**src/rtl/maf_driver.sv**
```systemverilog
// maf_driver: operand transport and timing control around a
// combinational multiply-add unit computing (A x B) + C.
module maf_driver #(
  parameter int LATENCY = 1,
  parameter int CNT_W   = 16
) (
  input  logic             clk,
  input  logic             rst_n,
  input  logic             in_valid,
  output logic             in_ready,
  input  logic [31:0]      in_a,
  input  logic [31:0]      in_b,
  input  logic [31:0]      in_c,
  output logic [31:0]      maf_a,
  output logic [31:0]      maf_b,
  output logic [31:0]      maf_c,
  input  logic [63:0]      maf_result,
  output logic             out_valid,
  input  logic             out_ready,
  output logic [63:0]      out_result,
  output logic             busy,
  output logic [CNT_W-1:0] op_count
);

  typedef enum logic [1:0] {
    S_IDLE,
    S_WAIT,
    S_HOLD
  } state_t;

  // Counter preload so the result is sampled LATENCY edges after accept.
  localparam logic [3:0] LoadVal = 4'(LATENCY - 1);

  state_t     r_state;
  logic [3:0] r_cnt;
  logic       w_accept;
  logic       w_deliver;

  // HOLD admits a new triple only on the edge its result leaves.
  assign in_ready  = (r_state == S_IDLE) |
                     ((r_state == S_HOLD) & out_ready);
  assign w_accept  = in_valid & in_ready;
  assign w_deliver = (r_state == S_HOLD) & out_ready;
  assign busy      = (r_state != S_IDLE);

  // Control FSM with registered operand, result and count outputs.
  always_ff @(posedge clk or negedge rst_n) begin
    if (!rst_n) begin
      r_state    <= S_IDLE;
      r_cnt      <= '0;
      maf_a      <= '0;
      maf_b      <= '0;
      maf_c      <= '0;
      out_valid  <= 1'b0;
      out_result <= '0;
      op_count   <= '0;
    end else begin
      if (w_accept) begin
        maf_a <= in_a;
        maf_b <= in_b;
        maf_c <= in_c;
        r_cnt <= LoadVal;
      end
      if (w_deliver) begin
        op_count <= op_count + 1'b1;
      end
      unique case (r_state)
        S_IDLE: begin
          if (w_accept) begin
            r_state <= S_WAIT;
          end
        end
        S_WAIT: begin
          if (r_cnt == 4'd0) begin
            out_result <= maf_result;
            out_valid  <= 1'b1;
            r_state    <= S_HOLD;
          end else begin
            r_cnt <= r_cnt - 4'd1;
          end
        end
        S_HOLD: begin
          if (out_ready) begin
            out_valid <= 1'b0;
            r_state   <= in_valid ? S_WAIT : S_IDLE;
          end
        end
        default: begin
          r_state <= S_IDLE;
        end
      endcase
    end
  end

endmodule

```
**config.mk**
```make
export PLATFORM = sky130hd
export DESIGN_NAME = maf_driver
export DESIGN_NICKNAME = d
export VERILOG_FILES = /design/src/rtl/maf_driver.sv
export SDC_FILE = /design/constraint.sdc
export NUM_CORES = 1
export LEC_CHECK = 0
export CAP_MARGIN = 20
export CORE_ASPECT_RATIO = 0.75
export CORE_MARGIN = 2
export CORE_UTILIZATION = 35
export DETAILED_ROUTE_END_ITERATION = 16
export PLACE_DENSITY = 0.68
export SYNTH_ARGS = -nofsm -noshare
export SYNTH_HDL_FRONTEND = slang
export SYNTH_SLANG_ARGS = --single-unit
```
**constraint.sdc**
```tcl
create_clock -name clk -period 2.3 [get_ports clk]
set_input_delay 0.46 -clock clk [delete_from_list [all_inputs] [get_ports clk]]
set_output_delay 0.46 -clock clk [all_outputs]
set_load 0.05 [all_outputs]
```
* Word-level counts from Yosys, hierarchy flattened *
Cells that the tools add are included.

operators by class
  add/sub/neg operators = 2
  eq/ne operators = 5
  multiplexer cells = 11
  bitwise gates (word level) = 3
  reduce and logical (&&, ||, !) cells = 7

operators with widths
  operator               count
  $add 16x1->16 const B  1
  $mux 4                 3
  $mux 2                 3
  $ne 2x2->1 const B     3
  $pmux 2 s3             1
  $reduce_and 3->1       2
  $logic_not 4->1        1
  $reduce_bool 2->1      2
  $sub 4x1->4 const B    1
  $mux 1                 3
  $and 1x1->1            2
  $eq 2x1->1 const B     1
  $eq 2x2->1 const B     1
  $logic_not 2->1        1
  $pmux 1 s2             1
  $reduce_and 2->1       1
  $or 1x1->1             1

storage, ports and cells
  register bits after elaboration = 183
  input port bits = 164
  word-level logic and storage cells = 36

* Logic depth before layout (Yosys ltp) *
Gate-level depths: netlist of run 1.

  depth in word-level cells = 7
  depth in mapped cells = 7

* Worst setup path after synthesis of run 1 *
Ideal clock, no wire load.

  path type = register to register
  start point = reg op_count[0]
  end point = reg op_count[10]
  arrival time = 1.620 ns
  data required time = 2.159 ns
  setup slack = 0.539 ns
  stages on the path, launching flop included = 6
  path buffers = 0
  period minus slack after synthesis = 1.761 ns
  cells stage by stage = dfrtp_1 > ha_1 > nand3_1 > nor3_1 > nand4_1 > xnor2_1

between the ends
  cells in the longest elaborated chain, start to end = 1

ends and longest elaborated chain
  element                 RTL line  RTL
  from (decl)             22        output logic [CNT_W-1:0] op_count
  from (signal assigned)  65        op_count <= op_count + 1'b1;
  $add 16x1->16           65

No other way between the ends.
A chain may end at the register's enable or synchronous reset.

* Worst setup path in the final report of run 1 *
  start point = reg op_count[4]
  end point = out op_count[4]

No word-level cell between the ends.

==> results by group, run 1 <==
Status
  • Status: completed

Logic synthesis
  • Synthesis-stage register bit count: around 180
  • Main combinational cell family by area after synthesis: multiplexers
  • Fraction of synthesized area in multiplexers: 27.48%
  • Synth warnings: 0
  • Count of cell types in the netlist: 31
  • Synthesized area: 7113 um2
  • Synth Area in XOR/XNOR: approximately 1.8%
  • Synth Area in Adders: 0.3518%
  • Post-synthesis compound-gate area fraction: 0.6332%
  • Post-synthesis cell count: ~430
  • Syn Area/Cell: ~16 um2
  • Sequential area share after synthesis: 64.38%
  • Synth Area in Simple Gates: about 3.3%
  • Net Count, Synth: roughly 600

Timing
  • Fmax: between 400 and 500 MHz
  • Final setup viols: 0
  • Worst hold slack: 0.02806 ns
  • RSZ-0062 raised after global routing: no
  • Final Hold Vio Count: 0
  • Setup Skew: 0.01640 ns
  • Tightest Pin Transition: 0.6461 ns
  • Max Slew Vio Count: 0
  • Final Cycle Share: between 90% and 100%
  • Relative slew margins: 56.56%
  • Tmin final: 2.153 ns
  • Setup tns final: 0 ns

Drt
  • Final wirelength: 18,460 um
  • Wire per inst: 17.36 um
  • # DRC: 0
  • Iter 0 DRT Violations: roughly 160
  • First-pass detailed-route iteration total: 4
  • Post-DRT Antenna Nets: 0
  • Drt via density: 4.573
  • Vias: 4,861

Power
  • Power density over the cells: 1775 nW/um2
  • Combinational power share: 58.9%
  • Sw Pwr: 9.482 mW
  • Leak: slightly below 5 nW
  • Max IR drop VDD: roughly 1.0 mV
  • Final Power: 20.51 mW
  • Internal: around 11 mW
  • Switching part of the total: 46.23%
  • Sequential fraction of design power: 27.5%
  • Power share of the clock group: 13.5%

Cells and area
  • Most frequent cells in the layout: 339 x clkdlybuf4s50_1, 183 x dfrtp_1, 122 x mux2_2
  • Layout cells sized above 1: approximately a quarter
  • Commonest non-fill, non-tap cell in the layout: clkdlybuf4s50_1
  • Final #Nets: 959
  • Fillcell total: 1,595
  • Diodes inserted: 0
  • Multi-input logic area: 2404 um2
  • Area delta synth->final: 62.43%
  • Register area: 4579 um2

Setup path
  • CP arrival: 1.69 ns
  • Crit path max-delay cell type: clkdlybuf4s50_1
  • Crit path max-delay family: buffers and inverters
  • Worst setup SP type: register
  • CP peak stage delay: 0.85 ns
  • Worst setup EP type: primary output
  • Worst endpoint required time: 1.84 ns
  • Setup CP Type: register to primary output
  • Worst Path Buf+Inv: 1
  • CP Cell Sequence: clkdlybuf4s50_1
  • Crit path max fanout: 5

GRT
  • Grt total ovfl: 0
  • First-pass GRT wire length: roughly 29,000 um
  • GR Util All Layers: around 17%
  • Number of global-route vias before repair: ~5.5k
  • Initial antenna violation count: 0
  • Largest net degree at the start of global routing: 64

Die
  • I/O pin cnt: 343
  • Die height: ~130 um
  • Row cnt: 45
  • Die ar.: 21,490 um2
  • Core Box Area: 20,100 um2
  • Die X: 168.6 um
  • Initial core utilization: 35.39%

Clock network
  • Clk pin slew, worst setup/hold paths: 0.07 ns
  • Clk_lat worst skew: 0.42 ns
  • Hold_buf cts: 0
  • Clock buffer depth: 2
  • CTS Root Cell: clkbuf_16
  • CTS buffer count: 17
  • CTS tree: yes
  • H-tree levels: 4
  • Num Clock Sinks: 183

Place
  • Port bufs: 342
  • DP Wirelength: 13,940 um
  • GP Congestion: 0.7786

Hold path
  • Hold Crit Class: input pin to asynchronous set/reset pin

Flow run
  • Total of max-cap violations: 0
## routing by layer
layer	global-route usage, %	up-vias	routed length, um
met4	5.172	0	285
met3	7.497	20	1647
met2	29.80	188	9341
met5	0	-	0
met1	19.87	2421	7184
li1	-	2232	-
## sequential cells by signal (all words and copies together) (netlist names)
register,count
maf_b,32
out_result,64
op_count,16
r_state,2
out_valid,1
maf_a,32
r_cnt,4
maf_c,32
## power by group through the flow
stage | combinational (mW) | clock [mW] | sequential, mW
finish | 12.1 | 2.77 | 5.65
global route | 12.5 | 3.01 | 5.85
CTS | 12.2 | 2.86 | 5.67
detailed placement | 12.2 | 0 | 5.69
global placement | 12.0 | 0 | 5.60
floorplan | 2.80 | 0 | 10.8
## logic make-up after synthesis
family / after synthesis
and+or+nand+nor: 41
muxes: 161
DFF: 183
xor gates and xnor gates: 15
buffers and inverters: 24
AOI/OAI and AO/OA: 7
adders and majority gates: 2
## stage by stage
step | utilization (%) | setup slack [ns] | cell area (um2) | cells
after global placement | 54.74 | 0.09618 | 11000 | 1032
final | 57.48 | 0.1467 | 11550 | 1063
after global routing | 57.48 | 0.07291 | 11550 | 1063
after floorplan | - | 0.5390 | 7113 | 433
after CTS | 57.48 | 0.1300 | 11550 | 1063
after detailed placement | 54.74 | 0.06072 | 11000 | 1032
## area by class of cell
class / instances / area share, %
timing repair buffer: 359 / 31.80
multi-input combinational: 226 / 20.80
tap: 258 / 2.794
clock buffer: 19 / 3.747
sequential: 183 / 39.64
clock inverter: 12 / 1.029
inverter: 6 / 0.1949
## path summary, 6_finish.rpt
path	start	endpoint	slack [ns]	cells past startpoint
max in group asynchronous	rst_n	out_result[58]$_DFFE_PN0P_	1.65	2
min in group clk	op_count[15]$_DFFE_PN0P_	op_count[15]$_DFFE_PN0P_	0.47	1
setup / recovery	op_count[4]$_DFFE_PN0P_	op_count[4]	0.15	1
hold / removal	rst_n	maf_c[23]$_DFFE_PN0P_	0.03	1
hold reg to reg	op_count[15]$_DFFE_PN0P_	op_count[15]$_DFFE_PN0P_	0.47	1
setup reg to reg	r_state[1]$_DFFE_PN0P_	out_result[58]$_DFFE_PN0P_	0.39	6
## synth_stat cells (all sizes together)
cell type    n  area share, %
a211oi       1           0.11
and3         2           0.18
and4         2           0.25
buf         17            1.6
clkbuf       1          0.053
dfrtp      183             64
ha           2           0.35
inv          6           0.32
mux2       160             27
mux2i        1           0.14
nand2       12           0.63
nand2b       4           0.35
nand3        6           0.42
nand3b       3           0.37
nand4        1          0.088
nor2         3           0.16
nor2b        1           0.19
nor3         2           0.14
nor4         1          0.088
o21ai        3           0.21
o22ai        1          0.088
o2bb2ai      1           0.12
o31ai        1           0.11
or2          2           0.18
or3          1           0.16
or4          1           0.11
xnor2       12            1.5
xor2         3           0.37
## repair_timing
action,in CTS,in global routing
setup endpoints to repair,1,0
resized for setup,1,0
setup buffers,0,0
No activity file was read; power rests on OpenSTA's default activity.
==> run 2, diff against run 1 <==
Settings changed: CELL_PAD_IN_SITES_DETAIL_PLACEMENT set to 0, CELL_PAD_IN_SITES_GLOBAL_PLACEMENT set to 1, CORE_UTILIZATION 35 to 32, PLACE_DENSITY 0.68 to 0.77.
==> results by group, run 2 (synthesis results as in run 1) <==
Setup path
  • Crit path max-delay cell type: clkdlybuf4s50_1
  • CP Cell Sequence: clkdlybuf4s50_1
  • Worst setup EP type: primary output
  • CP arrival: 1.71 ns (+0.02 ns)
  • Reg-to-reg critical path endpoint: out_result[36]$_DFFE_PN0P_
  • Reg2Reg Setup Slack: 0.45 ns (+0.06 ns)
  • Setup CP Type: register to primary output
  • Worst R2R Path Depth: 6 (unchanged)
  • Worst endpoint required time: 1.84 ns (about the same)
  • Crit path max fanout: 5 (unchanged)
  • Crit path max-delay family: buffers and inverters
  • RR Startpoint: r_cnt[0]$_DFF_PN0_
  • CP peak stage delay: 0.87 ns (+0.02 ns)
  • Worst Path Buf+Inv: 1 (unchanged)
  • Worst setup SP type: register

Timing
  • RSZ-0062 raised after global routing: no
  • Tmin final: 2.174 ns (+0.02081 ns)
  • Max Slew Vio Count: 0 (unchanged)
  • Final setup viols: 0 (unchanged)
  • Fmax: 460.0 MHz (-0.96%)
  • Tightest Pin Transition: 0.6285 ns (-0.01753 ns)
  • Relative slew margins: 57.74% (+1.2 points)
  • Setup Skew: 0.01176 ns (-0.004646 ns)
  • Final Hold Vio Count: 0 (unchanged)
  • Setup tns final: 0 ns (unchanged)
  • Final Cycle Share: 94.53% (+0.90 points)

Drt
  • First-pass detailed-route iteration total: 4 (unchanged)
  • Post-DRT Antenna Nets: 0 (unchanged)
  • Met1 wire length: 7356 um (+2.4%)
  • Drt via density: 4.462 (-2.4%)
  • Wire per inst: 17.21 um (-0.89%)
  • Final wirelength: 18,810 um (+1.9%)
  • Routed met3 length: 1884 um (+14%)
  • WL met2: 9242 um (-1.1%)
  • Highest metal used: met4
  • Vias: 4,877 (+0.33%)
  • # DRC: 0 (unchanged)
  • Iter 0 DRT Violations: 145 (-10%)

Die
  • Die X: 176.2 um (+4.5%)
  • Initial core utilization: 32.43% (-3.0 points)
  • Die height: 133.1 um (+4.4%)
  • Core Box Area: 21,930 um2 (+9.1%)
  • Row cnt: 47 (+4.4%)
  • I/O pin cnt: 343 (unchanged)
  • Die ar.: 23,450 um2 (+9.1%)

Flow run
  • Total of max-cap violations: 0 (unchanged)

Power
  • Power density over the cells: 1774 nW/um2 (about the same)
  • Max IR drop VDD: 0.9090 mV (-12%)
  • Final Power: 20.42 mW (-0.44%)
  • Leak: 4.881 nW (-0.70%)

Cells and area
  • Largest register FFs: 64 (unchanged)
  • Final #Nets: 953 (-0.63%)
  • Largest reg by FF count: out_result
  • Layout cells sized above 1: 26.03% (-0.55 points)
  • Final Non-Filler Cells: 1,093 (+2.8%)
  • Most frequent cells in the layout: 339 x clkdlybuf4s50_1, 183 x dfrtp_1, 122 x mux2_2
  • Diodes inserted: 0 (unchanged)
  • Commonest non-fill, non-tap cell in the layout: clkdlybuf4s50_1
  • Area delta synth->final: 61.81%
  • Final Instance Area: 11,510 um2 (-0.38%)
  • Fin util: 52.47% (-5.0 points)

Place
  • Port bufs: 342 (unchanged)
  • DP Wirelength: 13,970 um (+0.16%)
  • GP Congestion: 0.7895 (+1.4%)
  • Placed Area: 10,960 um2 (-0.41%)
  • Dpl cells: 1,061 (+2.8%)

GRT
  • First-pass GRT wire length: 30,170 um (+3.3%)
  • Largest net degree at the start of global routing: 61 (-4.7%)
  • GR Util All Layers: 16.37% (-1.0 points)
  • Grt total ovfl: 0 (unchanged)
  • Initial antenna violation count: 0 (unchanged)
  • Number of global-route vias before repair: 5,562 (+1.8%)

Clock network
  • CTS Root Cell: clkbuf_16
  • CTS buffer count: 17 (unchanged)
  • Clock buffer depth: 2 (unchanged)
  • Clk_lat worst skew: 0.42 ns (about the same)
  • Num Clock Sinks: 183 (unchanged)
  • CTS tree: yes
  • H-tree levels: 4 (unchanged)
  • Clk pin slew, worst setup/hold paths: 0.07 ns (about the same)

Status
  • Status: completed

Hold path
  • Hold Path End: op_count[15]$_DFFE_PN0P_
  • Min-delay src: op_count[15]$_DFFE_PN0P_
  • Hold Crit Class: register to register
  • Hold Crit Depth: 1
==> run 2: changes by cell type in the layout (fill, tap and decap cells not counted), moves of 2 or more <==
cell,change
buf_4,-4
buf_12,-3
inv_8,+2
clkinvlp_4,-2
inv_6,+2
==> run 2: worst max path at each step <==
| stage | slack (ns) | cells after the start | end | from |
|---|---|---|---|---|
| global route | 0.04 | 1 | op_count[4] | op_count[4]$_DFFE_PN0P_ |
| detailed placement | -0.01 | 5 | maf_c[21]$_DFFE_PN0P_ | out_ready |
| floorplan | 0.54 | 5 | op_count[10]$_DFFE_PN0P_ | op_count[0]$_DFFE_PN0P_ |
| CTS | 0.1 | 1 | op_count[4] | op_count[4]$_DFFE_PN0P_ |
| finish | 0.13 | 1 | op_count[4] | op_count[4]$_DFFE_PN0P_ |
| global placement | 0.06 | 5 | maf_c[9]$_DFFE_PN0P_ | out_ready |
==> run 2: what timing repair did <==
item,in CTS,in global routing
setup buffers,0,0
hold buffers,1,0
setup endpoints to repair,1,0
resized for setup,1,0
endpoints found under the hold margin,43,0
==> run 2: layout make-up <==
type,instances,area [um2]
Fill cell,1827,10430
Timing Repair Buffer,353,3593
Tap cell,294,367.9
Sequential cell,183,4579
Multi-Input combinational cell,226,2404
Clock inverter,13,113.9
Clock buffer,18,429.2
Inverter,6,22.52
==> run 2: metal layers <==
layer,track usage (%),up-vias
met4,4.591,0
li1,-,2227
met5,0,-
met1,19.32,2429
met2,27.36,196
met3,6.992,25
==> run 2: per-stage QoR <==
stage               setup WS (ns)  hold WS, ns
finish                     0.1259       0.4935
global route              0.04444       0.4978
CTS                       0.09689       0.4897
floorplan                  0.5390       0.1644
global placement          0.05556       0.4342
detailed placement       -0.01274       0.4365
==> run 2: power by group <==
part / switching (mW) / total [mW] / internal [mW]
Sequential: 0.881 / 5.65 / 4.76
Combinational: 7.31 / 12.0 / 4.72
Clock: 1.33 / 2.74 / 1.42
==> run 3, diff against run 2 <==
Settings changed: CORE_MARGIN 2 to 5, GPL_TIMING_DRIVEN set to 1.
==> results by group, run 3 (synthesis results as in run 1) <==
Status
  • Status: completed

Cells and area
  • Diodes inserted: 0 (unchanged)
  • Commonest non-fill, non-tap cell in the layout: clkdlybuf4s50_1
  • Largest reg by FF count: out_result
  • Most frequent cells in the layout: 339 x clkdlybuf4s50_1, 183 x dfrtp_1, 122 x mux2_2
  • Final #Nets: 966 (+1.4%)
  • Layout cells sized above 1: 26.91% (+0.88 points)
  • Fillcell total: 1,819 (-0.44%)
  • Area delta synth->final: 63.62%
  • Largest register FFs: 64 (unchanged)

Timing
  • Fmax: 460.8 MHz (+0.18%)
  • Max Slew Vio Count: 0 (unchanged)
  • Tmin final: 2.170 ns (-0.003906 ns)
  • Setup Skew: 0.01055 ns (-0.001208 ns)
  • Final Hold Vio Count: 0 (unchanged)
  • Final Cycle Share: 94.36% (-0.17 points)
  • RSZ-0062 raised after global routing: no
  • Setup tns final: 0 ns (unchanged)
  • Final setup viols: 0 (unchanged)
  • Relative slew margins: 56.36% (-1.4 points)
  • Tightest Pin Transition: 0.6546 ns (+0.02603 ns)
  • PnR worst setup slack: 0.1298 ns (+0.003906 ns)

Clock network
  • Clk_lat worst skew: 0.42 ns (about the same)
  • Clk pin slew, worst setup/hold paths: 0.07 ns (about the same)
  • Post-CTS setup buffer count: 0 (unchanged)
  • Post_cts resized: 1 (unchanged)
  • CTS buffer count: 17 (unchanged)
  • CTS Root Cell: clkbuf_16
  • CTS tree: yes
  • Hold_buf cts: 0 (-1)
  • Clock buffer depth: 2 (unchanged)
  • Num Clock Sinks: 183 (unchanged)
  • H-tree levels: 4 (unchanged)

Drt
  • Drt via density: 4.467 (+0.12%)
  • # DRC: 0 (unchanged)
  • Iter 0 DRT Violations: 145 (unchanged)
  • Wire per inst: 18.56 um (+7.9%)
  • Vias: 4,932 (+1.1%)
  • First-pass detailed-route iteration total: 4 (unchanged)
  • Final wirelength: 20,500 um (+9.0%)
  • Post-DRT Antenna Nets: 0 (unchanged)

Setup path
  • CP arrival: 1.71 ns (about the same)
  • Crit path max-delay cell type: clkdlybuf4s50_1
  • Setup CP Type: register to primary output
  • Reg2Reg Setup Slack: 0.49 ns (+0.04 ns)
  • Crit path max fanout: 6 (+1)
  • Worst endpoint required time: 1.84 ns (about the same)
  • CP peak stage delay: 0.86 ns (about the same)
  • Worst setup SP type: register
  • Crit path max-delay family: buffers and inverters
  • Worst setup EP type: primary output
  • Worst Path Buf+Inv: 1 (unchanged)
  • CP Cell Sequence: clkdlybuf4s50_1

GRT
  • Grt total ovfl: 0 (unchanged)
  • GR Util All Layers: 16.14% (-0.23 points)
  • Initial antenna violation count: 0 (unchanged)
  • First-pass GRT wire length: 32,220 um (+6.8%)
  • Largest net degree at the start of global routing: 66 (+8.2%)
  • Number of global-route vias before repair: 5,592 (+0.54%)

Die
  • Die X: 182.2 um (+3.4%)
  • I/O pin cnt: 343 (unchanged)
  • Core Box Area: 21,990 um2 (+0.27%)
  • Die height: 139.1 um (+4.5%)
  • Die ar.: 25,340 um2 (+8.1%)
  • Initial core utilization: 32.34% (-0.087 points)
  • Row cnt: 47 (unchanged)

Place
  • Port bufs: 342 (unchanged)
  • Worst slack, placed: 0.04207 ns (+0.05481 ns)
  • DP Wirelength: 15,930 um (+14%)
  • GP Congestion: 0.8154 (+3.3%)

Power
  • Leak: 4.956 nW (+1.5%)
  • Max IR drop VDD: 1.122 mV (+23%)
  • Final Power: 20.73 mW (+1.5%)
  • Power density over the cells: 1781 nW/um2 (+0.39%)

Flow run
  • Total of max-cap violations: 0 (unchanged)

Hold path
  • Hold Crit Class: input pin to asynchronous set/reset pin
[run 3: path summary, 6_finish.rpt]
path	from	to	depth (start not counted)
worst min register to register	op_count[15]$_DFFE_PN0P_	op_count[15]$_DFFE_PN0P_	1
worst min-delay path	rst_n	maf_a[13]$_DFFE_PN0P_	1
max in group asynchronous	rst_n	maf_a[27]$_DFFE_PN0P_	2
worst max-delay path	op_count[7]$_DFFE_PN0P_	op_count[7]	1
min in group clk	op_count[15]$_DFFE_PN0P_	op_count[15]$_DFFE_PN0P_	1
worst max register to register	r_state[1]$_DFFE_PN0P_	out_result[40]$_DFFE_PN0P_	6
[run 3: final cells by class]
| cell class | instances | area [um2] | area share, % |
|---|---|---|---|
| Clock buffer | 21 | 450.4 | 3.870 |
| Clock inverter | 8 | 126.4 | 1.086 |
| Inverter | 6 | 22.52 | 0.1935 |
| Multi-Input combinational cell | 226 | 2404 | 20.65 |
| Sequential cell | 183 | 4579 | 39.35 |
| Tap cell | 294 | 367.9 | 3.161 |
| Timing Repair Buffer | 366 | 3689 | 31.69 |
[run 3: report_power, final]
part           internal, mW  switching (mW)
registers              4.77           0.863
logic                  4.76            7.41
clock network          1.72            1.20
total                  11.3            9.47
[run 3: per-layer routing]
| layer | share of wire [%] | global-route usage, % | up-vias | routed length [um] |
|---|---|---|---|---|
| met2 | 51 | 27.33 | 179 | 10480 |
| li1 | - | - | 2241 | - |
| met5 | 0 | 0 | - | 0 |
| met1 | 38 | 18.41 | 2489 | 7773 |
| met4 | 1.8 | 5.172 | 0 | 377 |
| met3 | 9.1 | 7.079 | 23 | 1860 |
[run 3: metrics by stage]
stage | instance area, um2 | cells | hold slack (ns) | utilization [%]
final | 11640 | 1104 | 0.04125 | 52.92
after global routing | 11640 | 1104 | 0.07412 | 52.92
after CTS | 11640 | 1104 | 0.03885 | 52.92
after detailed placement | 11060 | 1075 | 0.4710 | 50.30
after global placement | 11060 | 1075 | 0.4741 | 50.30
after floorplan | 7113 | 433 | 0.1644 | -
==> variant, RTL diff (flow settings as in run 1) <==
Make the reset (`rst_n`) synchronous in one clocked block.
--- a/src/rtl/maf_driver.sv
+++ b/src/rtl/maf_driver.sv
@@ -44,7 +44,7 @@
   assign busy      = (r_state != S_IDLE);
 
   // Control FSM with registered operand, result and count outputs.
-  always_ff @(posedge clk or negedge rst_n) begin
+  always_ff @(posedge clk) begin
     if (!rst_n) begin
       r_state    <= S_IDLE;
       r_cnt      <= '0;
Check against the original RTL: differs if rst_n is asserted again (counterexample within 4 cycles, from zero or initial values and one cycle with rst_n low); with rst_n held inactive, the same outputs for 10 cycles.
==> variant against run 1 <==
Critical path type unchanged. Sequential share of layout area fell by 5.9 points. Sequential cell count unchanged. Highest routed layer unchanged. Register-to-register slack better by 0.19 ns. Core utilization up 1.2 points. Area after synthesis is 6.9% lower. Non-clock buffer count shrank 2. Die area shrank 6.7%. Setup slack worse by 0.066 ns. Global-route usage is 2.6 points higher. Wire length up 13%. Maximum frequency shrank 3.0%. Final area decreased by 6.0%.
Power is not compared: it rests on default switching activity, and its combinational part moved more than twofold at a synthesized area within 25%.
==> variant: results (changes against run 1) <==
- Count of different cell masters after synthesis: 36 (+16%)
- Met1 WL: 8730 um (+22%)
- Crit path max fanout: 2 (-3)
- Cells after DPL: 1369 (+33%)
- Starting DRT DRC Count: 385 (+140%)
- GRT met1 Usage: 0.247 (+0.0480)
- Vias in the first global route: 5949 (+8.9%)
- Ys async rst share: 0 (-1.00)
- Post-Route Skew: 0.0145 ns (-0.00194 ns)
- Status: finished, final reports clean
- Largest net degree at the start of global routing: 67 (+4.7%)
- Critical Path AT: 1.76 ns (+0.07 ns)
- Avg Cell Area, Syn: 8.09 sq um (-51%)
- Hold WC Path Type: register to register
- Top cells by count, synth: nand2_1, dfxtp_1, a21oi_1
- Total track usage: 0.200 (+0.0259)
- HPWL Detailed: 14700 um (+5.5%)
- Slew headroom: 0.621 (+0.0558)
- Final #Nets: 1307 (+36%)
- WL final: 20800 um (+13%)
- Post-cts resize count: 0 (-1)
- First-pass GRT wire length: 31400 um (+7.7%)
- Area after DPL: 10300 sq um (-6.6%)
- Worst r2r path cells: 7 (+1)
- WL per Instance: 14.8 um (-14%)
- Post-Syn Nets: 985 (+64%)
- Met3 WL post-DR: 1950 um (+18%)
- Crit path largest cell delay: 0.71 ns (-0.14 ns)
- Worst Setup SP: r_state[1]$_SDFFE_PN0P_
- GRT met2 Usage: 0.323 (+0.0251)
- Reg2reg setup slack: 0.58 ns (+0.19 ns)
- Filler instances: 1650 (+3.4%)
- Reg2reg end: out_result[60]$_SDFFE_PN0P_
- Place WS: 0.235 ns (+0.175 ns)
- DR WL met2: 9760 um (+4.5%)
[variant: cell families (layout without fill, tap and decap cells)]
kind of cell / after synthesis / count (layout) / share of synthesized area
compound gates: 174 / 174 / 0.133
xor+xnor: 12 / 12 / 0.0159
fa+ha+maj: 2 / 2 / 0.00378
buf+inv: 58 / 393 / 0.0510
flops: 183 / 183 / 0.553
mux: 2 / 2 / 0.00302
simple gates: 388 / 388 / 0.240
[variant: final cells by class]
class                      count  area [sq um]  share of cell area
multi-input combinational    578          2640               0.243
timing repair buffer         357          3650               0.336
inverter                       4          17.5             0.00161
sequential                   183          3660               0.337
tap                          247           309              0.0285
clock buffer                  19           453              0.0417
clock inverter                13           130              0.0120
[variant: power by group]
part           switching [mW]  internal, mW
clock                    1.37          1.50
sequential             0.0840          3.34
combinational            1.05         0.683
total                    2.51          5.53
[variant: worst max-delay path: cells and delay by family (launching register included)]
kind,cells,cell delay [ns]
and+or+nand+nor,1,0.31
DFF,1,0.31
buffers and inverters,1,0.71
